[src/rtl/pmc_pkg.sv]
// Shared types and helpers for the power/mode controller.
package pmc_pkg;

  typedef enum logic [1:0] {
    S_OFF      = 2'd0,
    S_ARM      = 2'd1,
    S_ON       = 2'd2,
    S_WAIT_REL = 2'd3
  } state_t;

  // Bits needed to hold the value max_val (never less than one).
  function automatic int cnt_w(input int max_val);
    return (max_val < 1) ? 1 : $clog2(max_val + 1);
  endfunction

endpackage

[src/rtl/btn_sync_debounce.sv]
// Two-flop synchroniser followed by a tick-sampled per-bit debouncer.
module btn_sync_debounce
  import pmc_pkg::*;
#(
  parameter int DEB_TICKS = 20,
  parameter int W         = 1
) (
  input  logic         sys_clk,
  input  logic         rst_n,
  input  logic         tick,
  input  logic [W-1:0] raw,
  output logic [W-1:0] level
);

  localparam int CW = cnt_w(DEB_TICKS);

  logic [W-1:0]  sync_p0;
  logic [W-1:0]  sync_p1;
  logic [CW-1:0] stab_cnt [W];

  always_ff @(posedge sys_clk or negedge rst_n) begin
    if (!rst_n) begin
      sync_p0 <= '0;
      sync_p1 <= '0;
    end else begin
      sync_p0 <= raw;
      sync_p1 <= sync_p0;
    end
  end

  // A bit flips only after DEB_TICKS consecutive disagreeing tick samples.
  always_ff @(posedge sys_clk or negedge rst_n) begin
    if (!rst_n) begin
      level <= '0;
      for (int i = 0; i < W; i++) stab_cnt[i] <= '0;
    end else if (tick) begin
      for (int i = 0; i < W; i++) begin
        if (sync_p1[i] == level[i]) begin
          stab_cnt[i] <= '0;
        end else if (stab_cnt[i] == CW'(DEB_TICKS - 1)) begin
          level[i]    <= sync_p1[i];
          stab_cnt[i] <= '0;
        end else begin
          stab_cnt[i] <= stab_cnt[i] + 1'b1;
        end
      end
    end
  end

endmodule

[src/rtl/power_mode_ctrl.sv]
// Debounced power-button sequencer with hold-to-start arming and mode latching.
module power_mode_ctrl
  import pmc_pkg::*;
#(
  parameter int CLK_HZ     = 100_000_000,
  parameter int TICK_HZ    = 1000,
  parameter int DEB_TICKS  = 20,
  parameter int HOLD_TICKS = 1000,
  parameter int MODE_W     = 2
) (
  input  logic              sys_clk,
  input  logic              rst_n,
  input  logic              power_on,
  input  logic              power_off,
  input  logic [MODE_W-1:0] mode_sel,
  output logic              engine_on,
  output logic              arming,
  output logic [MODE_W-1:0] mode,
  output logic              mode_chg
);

  localparam int DIV = CLK_HZ / TICK_HZ;
  localparam int TW  = cnt_w(DIV - 1);
  localparam int HW  = cnt_w(HOLD_TICKS);

  logic [TW-1:0]     tick_cnt;
  logic              tick;
  logic              pon_lvl;
  logic              poff_lvl;
  logic [MODE_W-1:0] mode_lvl;
  state_t            state;
  state_t            state_nxt;
  logic [HW-1:0]     hold_cnt;
  logic [HW-1:0]     hold_nxt;
  logic [MODE_W-1:0] mode_nxt;
  logic              chg_nxt;

  function automatic logic [HW-1:0] sat_inc(input logic [HW-1:0] v);
    return (v >= HW'(HOLD_TICKS)) ? HW'(HOLD_TICKS) : v + 1'b1;
  endfunction

  always_ff @(posedge sys_clk or negedge rst_n) begin
    if (!rst_n)    tick_cnt <= '0;
    else if (tick) tick_cnt <= '0;
    else           tick_cnt <= tick_cnt + 1'b1;
  end

  assign tick = (tick_cnt == TW'(DIV - 1));

  btn_sync_debounce #(.DEB_TICKS(DEB_TICKS), .W(1)) u_deb_pon (
    .sys_clk(sys_clk), .rst_n(rst_n), .tick(tick), .raw(power_on), .level(pon_lvl)
  );

  btn_sync_debounce #(.DEB_TICKS(DEB_TICKS), .W(1)) u_deb_poff (
    .sys_clk(sys_clk), .rst_n(rst_n), .tick(tick), .raw(power_off), .level(poff_lvl)
  );

  btn_sync_debounce #(.DEB_TICKS(DEB_TICKS), .W(MODE_W)) u_deb_mode (
    .sys_clk(sys_clk), .rst_n(rst_n), .tick(tick), .raw(mode_sel), .level(mode_lvl)
  );

  // power_off wins over everything; arming must then see a full release first.
  always_comb begin
    state_nxt = state;
    hold_nxt  = hold_cnt;
    mode_nxt  = '0;
    chg_nxt   = 1'b0;
    if (poff_lvl) begin
      state_nxt = S_WAIT_REL;
    end else begin
      unique case (state)
        S_OFF: if (pon_lvl) state_nxt = S_ARM;
        S_ARM: begin
          if (!pon_lvl)                            state_nxt = S_OFF;
          else if (hold_cnt == HW'(HOLD_TICKS))    state_nxt = S_ON;
          else if (tick)                           hold_nxt  = sat_inc(hold_cnt);
        end
        S_ON:       state_nxt = S_ON;
        S_WAIT_REL: if (!pon_lvl) state_nxt = S_OFF;
        default:    state_nxt = S_OFF;
      endcase
    end
    if (state_nxt != S_ARM) hold_nxt = '0;
    if (state_nxt == S_ON) begin
      mode_nxt = mode_lvl;
      chg_nxt  = (state == S_ON) && (mode_lvl != mode);
    end
  end

  always_ff @(posedge sys_clk or negedge rst_n) begin
    if (!rst_n) begin
      state     <= S_OFF;
      hold_cnt  <= '0;
      engine_on <= 1'b0;
      arming    <= 1'b0;
      mode      <= '0;
      mode_chg  <= 1'b0;
    end else begin
      state     <= state_nxt;
      hold_cnt  <= hold_nxt;
      engine_on <= (state_nxt == S_ON);
      arming    <= (state_nxt == S_ARM);
      mode      <= mode_nxt;
      mode_chg  <= chg_nxt;
    end
  end

endmodule
[config.mk]
export PLATFORM = sky130hd
export DESIGN_NAME = power_mode_ctrl
export DESIGN_NICKNAME = d
export VERILOG_FILES = /design/src/rtl/pmc_pkg.sv /design/src/rtl/btn_sync_debounce.sv /design/src/rtl/power_mode_ctrl.sv
export SDC_FILE = /design/constraint.sdc
export NUM_CORES = 1
export LEC_CHECK = 0
export CORE_MARGIN = 2
export CORE_UTILIZATION = 45
export CTS_CLUSTER_DIAMETER = 40
export DETAILED_ROUTE_END_ITERATION = 12
export PLACE_DENSITY_LB_ADDON = 0.05
export SYNTH_ARGS = -nofsm -noshare
export SYNTH_HDL_FRONTEND = slang
export SYNTH_SLANG_ARGS = --single-unit
export TNS_END_PERCENT = 30
[constraint.sdc]
create_clock -name sys_clk -period 2.2 [get_ports sys_clk]
set_input_delay 0.22 -clock sys_clk [delete_from_list [all_inputs] [get_ports sys_clk]]
set_output_delay 0.22 -clock sys_clk [all_outputs]
set_load 0.01 [all_outputs]
Word-level counts from Yosys, hierarchy flattened
Index checks and enable logic that the tools add are counted.

word-level totals
  logic and storage cells = 85
  output and inout port bits = 5
  input bits = 6
  register bits after elaboration = 66

cells by class
  bitwise logic cells = 4
  equal/unequal tests = 19
  reductions and logical operators = 10
  multiplexer cells = 24
  $add $sub $neg = 6
  $lt $le $gt $ge = 1

operator list
  operator                 count
  $mux W10                 7
  $mux W5                  8
  $add A5 B1 Y5 const B    4
  $eq A5 B5 Y1 const B     4
  $add A17 B1 Y17 const B  1
  $eq A17 B17 Y1 const B   1
  $mux W17                 1
  $mux W2                  6
  $reduce_and A3 Y1        4
  $add A10 B1 Y10 const B  1
  $eq A10 B10 Y1 const B   1
  $ge A10 B10 Y1 const B   1
  $pmux W2 S4              1
  $eq A2 B2 Y1 const B     3
  $reduce_bool A2 Y1       3
  $reduce_and A5 Y1        1
  $eq A1 B1 Y1             4
  $eq A2 B1 Y1 const B     2
  $ne A2 B1 Y1 const B     2
  $not A1 Y1               4
  $logic_not A2 Y1         1
  $ne A2 B2 Y1             1
  $ne A2 B2 Y1 const B     1
  $logic_and A1 B1 Y1      1
  $mux W1                  1

Longest topological paths before layout
Gate-level depths: netlist of run 1.

  depth after elaboration = 8
  gate-level depth with buffers = 8
  depth with buffers taken out = 7

By module
From an unflattened synthesis of run 1, not the netlist that was laid out.

unflattened totals
  cell total of the unflattened synthesis = 325
  area, all modules = 3,418.3 µm²

by module, submodules not included
  module                               area an instance (µm²)  seq. area each (µm²)  cells each  times used
  power_mode_ctrl                      1,828.0                 850.8                 182         1
  btn_sync_debounce at u_deb_poff ...  412.9                   200.2                 37          2
  btn_sync_debounce at u_deb_mode      764.5                   400.4                 69          1

Worst setup path before layout of run 1
No wires, ideal clock.

  path kind = reg2reg
  start point = register tick_cnt[0]
  end point = register hold_cnt[8]
  cell stages (with the launch flop) = 7
  setup slack = 0.366 ns
  required time = 2.080 ns
  arrival = 1.714 ns
  setup time = 0.120 ns
  period minus slack after synthesis = 1.834 ns
  buffers on the path = 1
  cells stage by stage = dfrtp_1 ha_1 and4_1 buf_4 nand4_2 or4_1 o211a_1

between the ends
  word-level cells in the longest chain between the ends = 3

RTL lines
  what                          RTL line                RTL
  from (decl)                   power_mode_ctrl.sv:26   logic [TW-1:0] tick_cnt;
  from (signal assigned)        power_mode_ctrl.sv:45   else tick_cnt <= tick_cnt + 1'b1;
  $eq A17 B17 Y1                power_mode_ctrl.sv:48   assign tick = (tick_cnt == TW'(DIV - 1));
  $reduce_bool A2 Y1 (no line)  --
  $reduce_and A5 Y1 (no line)   --
  to (signal assigned)          power_mode_ctrl.sv:100  hold_cnt <= hold_nxt;
  to (decl)                     power_mode_ctrl.sv:33   logic [HW-1:0] hold_cnt;

Every way passes these cells.
A chain may end at the register's enable or synchronous reset.

Worst setup path in the final report of run 1
  start point = register tick_cnt[0]
  end point = register hold_cnt[4]

Same word-level chain as after synthesis.

==> results.toml, run 1 <==
[floorplan]
rows = 30
pin_count = 11
initial_core_util_pct = 47.2
core_area_um2 = 6870
design.die.area_um2 = 7900
die_w_um = 88.9
die_h_um = 88.9

[global_routing]
gr-total-overflow = 0
grt_usage_pct = 19.6
grt_max_degree = 24
grt_pass1_vias = 2315
antenna_found_initial = 0
grt_pass1_wl_um = 11700

[clocking]
cts_tree = "built"
cts_buffer_depth = 2
h-tree-depth = 3
clkLatencyLatePin_ps = 340
cts_root_buffer = "clkbuf_8"
cts.sinks = 66
numCtsBuffers = 9
clkSlewWorstSetupHoldPaths_ps = 70
cts_resized = 0

[setup_path]
crit_path_end_kind = "flop"
cp.required_ps = 2460
worstSetupPathType = "reg2reg"
cp_max_fo = 9
crit_chain = "ha_1, and4_1, nand4_2, or4_1, a21oi_1"
crit_family = "simple AND/OR/NAND/NOR gates"
slowest_delay_ps = 570
critPathLaunchType = "flop"
crit_buf_inv = 0
cp_slowest_cell = "or4_1"
cp.arrival_ps = 2220

[logic_synthesis]
synth_top_family_by_area = "simple AND/OR/NAND/NOR gates"
synth_area_um2 = 3240
yosysTopAreaCellShare_pct = 50.9
synth.area.mux_share_pct = 1.39
synthXorXnorAreaFrac_pct = 5.40
synthSimpleGateAreaFrac_pct = 25.4
ys_warn_count = 0
synth_seq_cells = 66
synth.distinct_cells = 44
seq_area_frac_synth_pct = 50.9
yosysTopAreaCell = "dfrtp_1"
synth_area_per_cell_um2 = 10.3
synth_compound_area_share_pct = 12.2
synthAdderAreaFrac_pct = 2.70
synthTopCellsByArea = "dfrtp_1, nand2_1, xnor2_1, nand3_1, o21ai_0"
synth.net_count = 327
syn-instance-count = 314

[pwr]
total_power_mw = 2.30
power.density_nw_per_um2 = 619
p_leak_nw = 1.59
vdd_drop_max_mv = 0.439

[drt]
final_antenna_net_count = 0
drt_first_pass_iters = 4
drc = 0
drtIter0Drc = 123
wire_per_inst_um = 15.0
finalWirelength_um = 6600
viasPerCell = 5.48
via_count = 2413

[final_layout]
synthToLayoutAreaGrowth_pct = 14.4
final.fill_count = 608
diodes = 0
layout.nets = 352
final_common_cell = "dfrtp_1"
drive_above_1_share_pct = 8.72
mostFrequentLayoutCells = "dfrtp_1, nand2_1, nand3_1, o21ai_0, nor2_1"
multi_input_area_um2 = 1530
regArea_um2 = 1650
post-route-util_pct = 54.0

[sta]
setup_tns_ps = 0
worstMarginPinSlew_ps = 524
maxSlewHeadroom_pct = 64.7
drv_slew = 0
fin_crit_sh_pct = 89.3
period_needed_ps = 1960
setup_viol = 0
rsz0062_at_grt = "no"
hold_viol_final = 0
timing.fmax_mhz = 509
clock_skew_ps = 10.3

[hold_path]
min_path_type = "in2reg"

[placement]
portBuffers = 10
dp_hpwl_um = 4600
gp_congestion = 0.858

[outcome]
run_status = "completed"

[flow_run]
cap_violations = 0
## routing by layer
metal	track usage (%)	share of wire, %
met5	0	0
met4	7.02	1.5
met3	5.97	2.5
met2	26.4	43
met1	29.6	53
## layout make-up
class / instances / share of cell area, %
Clock buffer: 14 / 4.38
Clock inverter: 2 / 0.944
Inverter: 7 / 0.708
Multi-Input combinational cell: 233 / 41.1
Sequential cell: 66 / 44.5
Tap cell: 96 / 3.24
Timing Repair Buffer: 22 / 5.06
## through the flow
stage	setup slack, ps	instance area, µm²	hold WS, ps	instances
floorplan	366	3240	-75.6	314
global placement	289	3500	220	423
detailed placement	239	3500	232	423
CTS	226	3710	296	440
global route	75.0	3710	299	440
finish	236	3710	318	440
## worst reg2reg max path: cells and delay by family (launching register included)
kind,cells,cell delay [ps]
AO/OA/AOI/OAI,1,150
adder cells (fa/ha/maj),1,200
flip-flops,1,380
AND/OR/NAND/NOR,3,1170
## power by group
part	internal (mW)	switching [mW]
logic	0.0153	0.0309
registers	1.22	0.00409
clock network	0.586	0.441
total	1.82	0.476
## kinds of logic after synthesis
| kind of cell | Yosys count |
|---|---|
| mux | 4 |
| buf+inv | 15 |
| fa+ha+maj | 7 |
| flops | 66 |
| compound gates | 63 |
| xor+xnor | 20 |
| simple gates | 139 |
## worst paths after layout
check                                                 from                              end  slack (ps)  cells past startpoint
min in group asynchronous                            rst_n               state[1]$_DFF_PN0_         390                      2
max                                  tick_cnt[0]$_DFF_PN0_          hold_cnt[4]$_DFFE_PN0P_         240                      5
min                                            mode_sel[0]  u_deb_mode.sync_p0[0]$_DFF_PN0_         320                      1
max reg2reg                          tick_cnt[0]$_DFF_PN0_          hold_cnt[4]$_DFFE_PN0P_         240                      5
max in group asynchronous                            rst_n            tick_cnt[2]$_DFF_PN0_        1120                      3
min reg2reg                u_deb_mode.sync_p0[1]$_DFF_PN0_  u_deb_mode.sync_p1[1]$_DFF_PN0_         350                      0
## cells in the mapped netlist
| cell | number |
|---|---|
| and3_1 | 5 |
| o21bai_1 | 1 |
| o41ai_1 | 1 |
| nor2b_1 | 2 |
| nand4b_1 | 1 |
| dfrtp_1 | 66 |
| nand3_1 | 19 |
| a31oi_1 | 5 |
| mux2_1 | 3 |
| clkbuf_1 | 4 |
| or3_1 | 2 |
| inv_1 | 7 |
| buf_4 | 1 |
| nand2b_1 | 11 |
| o211a_1 | 1 |
| buf_2 | 3 |
| nor4bb_1 | 3 |
| and4_1 | 8 |
| mux2_2 | 1 |
| o21ai_1 | 1 |
| a211oi_1 | 2 |
| and3b_1 | 1 |
| o21a_1 | 2 |
| and4b_1 | 2 |
| o31ai_1 | 10 |
| nand2_1 | 32 |
| xor2_1 | 9 |
| and2_1 | 4 |
| ha_1 | 7 |
| nor4_1 | 4 |
| a22o_1 | 5 |
| or4_1 | 5 |
| nor3b_1 | 2 |
| nand4_1 | 10 |
| o22ai_1 | 3 |
| o21ai_0 | 19 |
| nor2_1 | 18 |
| o211ai_1 | 2 |
| nand4_2 | 2 |
| nor3_1 | 2 |
| nand3b_1 | 4 |
| xnor2_1 | 11 |
| a21oi_1 | 11 |
| nor4b_4 | 2 |
## state kept, by name (all words and copies together) (netlist names), 2 cells and up
name                 cells
tick_cnt                17
hold_cnt                10
u_deb_mode.stab_cnt     10
state                    2
u_deb_poff.stab_cnt      5
u_deb_pon.stab_cnt       5
u_deb_mode.level         2
mode                     2
u_deb_mode.sync_p0       2
u_deb_mode.sync_p1       2
## repair_timing
item                                   CTS  global route
buffers inserted                         0             0
endpoints found under the hold margin   21             0
hold buffers                             1             0
Power figures use the tool's default switching activity.
==> run 2: changes to the inputs <==
--- a/config.mk
+++ b/config.mk
@@ -6,10 +6,11 @@
 export NUM_CORES = 1
 export LEC_CHECK = 0
 export CORE_MARGIN = 2
-export CORE_UTILIZATION = 45
+export CORE_UTILIZATION = 60
 export CTS_CLUSTER_DIAMETER = 40
 export DETAILED_ROUTE_END_ITERATION = 12
 export PLACE_DENSITY_LB_ADDON = 0.05
+export SKIP_CTS_REPAIR_TIMING = 1
 export SYNTH_ARGS = -nofsm -noshare
 export SYNTH_HDL_FRONTEND = slang
 export SYNTH_SLANG_ARGS = --single-unit
==> results.toml, run 2 (same netlist as run 1, synthesis figures left out) <==
[global_routing]
grt_max_degree = 67
grt_pass1_wl_um = 11400
gr-total-overflow = 0
grt_pass1_vias = 2439
grt_usage_pct = 24.0
antenna_found_initial = 0

[floorplan]
rows = 26
pin_count = 11
core_area_um2 = 5170
design.die.area_um2 = 6010
die_h_um = 77.5
die_w_um = 77.5
initial_core_util_pct = 62.7

[clocking]
clkSlewWorstSetupHoldPaths_ps = 60
cts_root_buffer = "clkbuf_8"
h-tree-depth = 3
cts_tree = "built"
cts.sinks = 66
clkLatencyLatePin_ps = 330
cts_buffer_depth = 2
numCtsBuffers = 9

[placement]
place_ws_ps = 217
dp_hpwl_um = 4470
gp_congestion = 0.906
portBuffers = 10

[setup_path]
cp.arrival_ps = 2270
cp.depth = 5
slowest_delay_ps = 560
crit_path_end_kind = "flop"
ff2ff_setup_slack_ps = 180
reg2regPathDepth = 5
critPathLaunchType = "flop"
crit_chain = "ha_1, and4_1, nand4_2, or4_1, a21oi_1"
worstSetupPathType = "reg2reg"
crit_family = "simple AND/OR/NAND/NOR gates"
reg2reg_from = "tick_cnt[0]$_DFF_PN0_"
worst_r2r_endpoint = "hold_cnt[4]$_DFFE_PN0P_"
cp_slowest_cell = "or4_1"
crit_buf_inv = 0
cp_max_fo = 11
cp.required_ps = 2450

[sta]
worstMarginPinSlew_ps = 421
timing.fmax_mhz = 494
rsz0062_at_grt = "no"
fin_crit_sh_pct = 92.0
setup_viol = 0
period_needed_ps = 2020
clock_skew_ps = 6.38
hold_viol_final = 0
fin_ws_ps = 175
setup_tns_ps = 0
drv_slew = 0
maxSlewHeadroom_pct = 71.6

[final_layout]
drive_above_1_share_pct = 9.04
final_common_cell = "dfrtp_1"
synthToLayoutAreaGrowth_pct = 13.0
mostFrequentLayoutCells = "dfrtp_1, nand2_1, nand3_1, o21ai_0, nor2_1"
largest_reg_flops = 17
post-route-util_pct = 70.8
regMostFlops = "tick_cnt"
reg.largest.list = "tick_cnt: 17 flops, hold_cnt: 10 flops, u_deb_mode.stab_cnt: 10 flops"
diodes = 0
layout.nets = 352
final.fill_count = 397

[hold_path]
hold_depth = 1
worstHoldStart = "power_on"
holdPathEnd = "u_deb_pon.sync_p0$_DFF_PN0_"
min_path_type = "in2reg"

[drt]
drc = 0
drt_first_pass_iters = 4
wire_per_inst_um = 15.7
drtIter0Drc = 172
final_antenna_net_count = 0
finalWirelength_um = 6470
via_count = 2502
viasPerCell = 6.06

[pwr]
power.density_nw_per_um2 = 588
p_leak_nw = 1.59
vdd_drop_max_mv = 0.412

[flow_run]
cap_violations = 0

[outcome]
run_status = "completed"
-- run 2: cell types whose count changed in the layout (fill, tap and decap cells not counted), sizes merged --
cell and delta:
bufinv -1, clkbuf -2, clkinv +2
-- run 2: how the worst max path moves through the flow --
stage                                   end  slack, ps             startpoint
floorplan           hold_cnt[8]$_DFFE_PN0P_        370  tick_cnt[0]$_DFF_PN0_
global placement    hold_cnt[4]$_DFFE_PN0P_        280  tick_cnt[0]$_DFF_PN0_
detailed placement  hold_cnt[2]$_DFFE_PN0P_        220  tick_cnt[0]$_DFF_PN0_
CTS                 hold_cnt[2]$_DFFE_PN0P_        200  tick_cnt[0]$_DFF_PN0_
global route        hold_cnt[3]$_DFFE_PN0P_         60  tick_cnt[0]$_DFF_PN0_
finish              hold_cnt[4]$_DFFE_PN0P_        180  tick_cnt[0]$_DFF_PN0_
-- run 2: final cells by class --
class | instances | area, µm² | area share (%)
sequential | 66 | 1650 | 45.1
multi-input combinational | 233 | 1530 | 41.7
timing repair buffer | 22 | 200 | 5.47
clock buffer | 12 | 155 | 4.24
tap | 70 | 87.6 | 2.39
inverter | 7 | 26.3 | 0.717
clock inverter | 3 | 15.0 | 0.410
-- run 2: where the power goes --
part	total, mW	switching [mW]	leakage, nW	internal (mW)
clock network	0.878	0.419	0.0920	0.459
registers	1.23	0.00492	0.889	1.22
logic	0.0478	0.0310	0.605	0.0168
total	2.15	0.455	1.59	1.70
-- run 2: metal layers --
metal  GRT usage, %  up-vias  wire, µm
met2           37.5       70      3060
met3           4.07        8       346
met1           32.5     1218      2950
met4           12.0        0       111
li1               -     1206         -
met5              0        -         0
-- run 2: worst register-to-register path: cells and delay by family, from the launching register on --
kind / cells / cell delay, ps
flops: 1 / 400
compound gates: 1 / 150
simple gates: 3 / 1160
fa+ha+maj: 1 / 230
-- run 2: per-stage QoR --
| stage | instance area (µm²) | hold WS, ps | power (mW) | std cells |
|---|---|---|---|---|
| 5_1_grt | 3660 | 335 | 2.23 | 413 |
| 3_3_place_gp | 3480 | 263 | 1.30 | 397 |
| 6_report | 3660 | 331 | 2.15 | 413 |
| 2_1_floorplan | 3240 | -75.6 | 1.26 | 314 |
| 3_5_place_dp | 3480 | 266 | 1.30 | 397 |
| 4_1_cts | 3650 | -93.7 | 2.18 | 412 |
==> run 3: changes to the inputs <==
--- a/config.mk
+++ b/config.mk
@@ -11,7 +11,9 @@
 export DETAILED_ROUTE_END_ITERATION = 12
 export PLACE_DENSITY_LB_ADDON = 0.05
 export SKIP_CTS_REPAIR_TIMING = 1
+export SKIP_LAST_GASP = 1
 export SYNTH_ARGS = -nofsm -noshare
 export SYNTH_HDL_FRONTEND = slang
+export SYNTH_HIERARCHICAL = 1
 export SYNTH_SLANG_ARGS = --single-unit
 export TNS_END_PERCENT = 30
==> results.toml, run 3 <==
[logic_synthesis]
synth_area_um2 = 3420
syn-instance-count = 325
synth_seq_cells = 66
synth.distinct_cells = 66
seq_area_frac_synth_pct = 48.3
ys_warn_count = 6
synthTopCellsByArea = "dfrtp_1, a21oi_1, ha_1, xnor2_1, nand2_1"
synth_area_per_cell_um2 = 10.5
yosysMostFrequentCell = "dfrtp_1"
synth_commonest_cells = "dfrtp_1, nand2_1, a21oi_1, nor2_1, inv_1"
yosysTopAreaCellShare_pct = 48.3
ys_async_sr_fraction_pct = 100
ys.flop_type = "dfrtp_1"
synth.net_count = 338
yosysTopAreaCell = "dfrtp_1"
synth_edf_count = 0

[final_layout]
synthToLayoutAreaGrowth_pct = 11.8
reg.largest.list = "tick_cnt: 17 flops, hold_cnt: 10 flops, u_deb_mode/stab_cnt: 10 flops"
regMostFlops = "tick_cnt"
drive_above_1_share_pct = 13.6
diodes = 0
largest_reg_flops = 17
final.fill_count = 403
fin_cells = 424
layout.nets = 360
final_common_cell = "dfrtp_1"
mostFrequentLayoutCells = "dfrtp_1, nand2_1, a21oi_1, nor2_1, inv_1"

[drt]
viasPerCell = 6.00
drtIter0Drc = 157
final_antenna_net_count = 0
via_count = 2544
wire_per_inst_um = 15.6
finalWirelength_um = 6610
drt_first_pass_iters = 4
drc = 0

[sta]
clock_skew_ps = 4.45
drv_slew = 0
maxSlewHeadroom_pct = 57.4
setup_tns_ps = 0
fin_crit_sh_pct = 92.0
period_needed_ps = 2020
hold_viol_final = 0
rsz0062_at_grt = "no"
setup_viol = 0
timing.fmax_mhz = 494
worstMarginPinSlew_ps = 633

[global_routing]
antenna_found_initial = 0
grt_pass1_vias = 2476
grt_pass1_wl_um = 11500
grt_max_degree = 44
gr-total-overflow = 0
grt_usage_pct = 23.6

[clocking]
cts_tree = "built"
h-tree-depth = 3
cts_root_buffer = "clkbuf_8"
cts.sinks = 66
cts_buffer_depth = 2
numCtsBuffers = 9
clkLatencyLatePin_ps = 340
clkSlewWorstSetupHoldPaths_ps = 70

[setup_path]
cpMostUsedCell = "inv_1"
critPathLaunchType = "flop"
crit_path_end_kind = "flop"
cp.required_ps = 2420
cp.arrival_ps = 2240
crit_chain = "nor4b_1, nand4_2, inv_1, buf_4, inv_1, a221o_1"
crit_family = "simple AND/OR/NAND/NOR gates"
cp_slowest_cell = "dfrtp_1"
worstSetupPathType = "reg2reg"
slowest_delay_ps = 450
crit_buf_inv = 3
cp_max_fo = 19

[placement]
dp_hpwl_um = 4500
portBuffers = 10
placed_cells = 407
gp_congestion = 0.860

[pwr]
power.density_nw_per_um2 = 579
vdd_drop_max_mv = 0.488
p_leak_nw = 1.61

[floorplan]
die_w_um = 79.5
rows = 27
design.die.area_um2 = 6320
die_h_um = 79.5
pin_count = 11
core_area_um2 = 5510
initial_core_util_pct = 62.1

[outcome]
run_status = "completed"

[hold_path]
min_path_type = "in2reg"

[flow_run]
cap_violations = 0
-- run 3: worst reg2reg max path, stage by stage (launching register included) --
cell and delay, ps:
dfrtp_1 450, nor4b_1 400, nand4_2 160, inv_1 130, buf_4 250, inv_1 150, a221o_1 370
-- run 3: kinds of logic after synthesis --
logic type,share of synthesized area [%]
XOR/XNOR,5.56
AND/OR/NAND/NOR,24.6
flip-flops,48.3
AO/OA/AOI/OAI,14.0
adder cells (fa/ha/maj),2.56
multiplexers,2.20
buffers and inverters,2.78
-- run 3: worst paths after layout --
check	from	to	slack (ps)	depth (start not counted)
worst max-delay path	tick_cnt[11]$_DFF_PN0_	u_deb_poff/stab_cnt[4]$_DFFE_PN0P_	180	6
worst min-delay path	power_off	u_deb_poff/sync_p0$_DFF_PN0_	320	1
worst max register to register	tick_cnt[11]$_DFF_PN0_	u_deb_poff/stab_cnt[4]$_DFFE_PN0P_	180	6
worst min register to register	u_deb_mode/sync_p0[0]$_DFF_PN0_	u_deb_mode/sync_p1[0]$_DFF_PN0_	350	0
min in group asynchronous	rst_n	arming$_DFF_PN0_	400	2
max in group asynchronous	rst_n	tick_cnt[10]$_DFF_PN0_	1170	3
-- run 3: area by class of cell --
cell class | instances | area [µm²] | area share [%]
clock buffer | 14 | 173 | 4.52
clock inverter | 2 | 10.0 | 0.262
tap | 72 | 90.1 | 2.36
sequential | 66 | 1650 | 43.2
multi-input combinational | 236 | 1670 | 43.7
timing repair buffer | 17 | 163 | 4.26
inverter | 17 | 63.8 | 1.67
-- run 3: routing by layer --
layer | share of wire (%) | GRT usage [%] | wire length, µm
met5 | 0 | 0 | 0
met4 | 1.2 | 9.83 | 76
met3 | 3.3 | 4.19 | 218
met2 | 45 | 35.2 | 2980
met1 | 50 | 33.9 | 3330
-- run 3: report_power, final --
group | internal (mW) | switching, mW
clock network | 0.499 | 0.440
logic | 0.0160 | 0.0319
registers | 1.22 | 0.00500
-- run 3: through the flow --
stage | hold WS (ps) | util, % | setup slack [ps] | total power, mW | instance area, µm²
3_5_place_dp | 246 | 65.9 | 228 | 1.30 | 3630
2_1_floorplan | -75.6 | - | 86.3 | 1.26 | 3420
6_report | 321 | 69.4 | 176 | 2.21 | 3820
4_1_cts | -123 | 69.2 | 171 | 2.24 | 3810
3_3_place_gp | 244 | 65.9 | 244 | 1.30 | 3630
5_1_grt | 314 | 69.4 | 82.9 | 2.29 | 3820
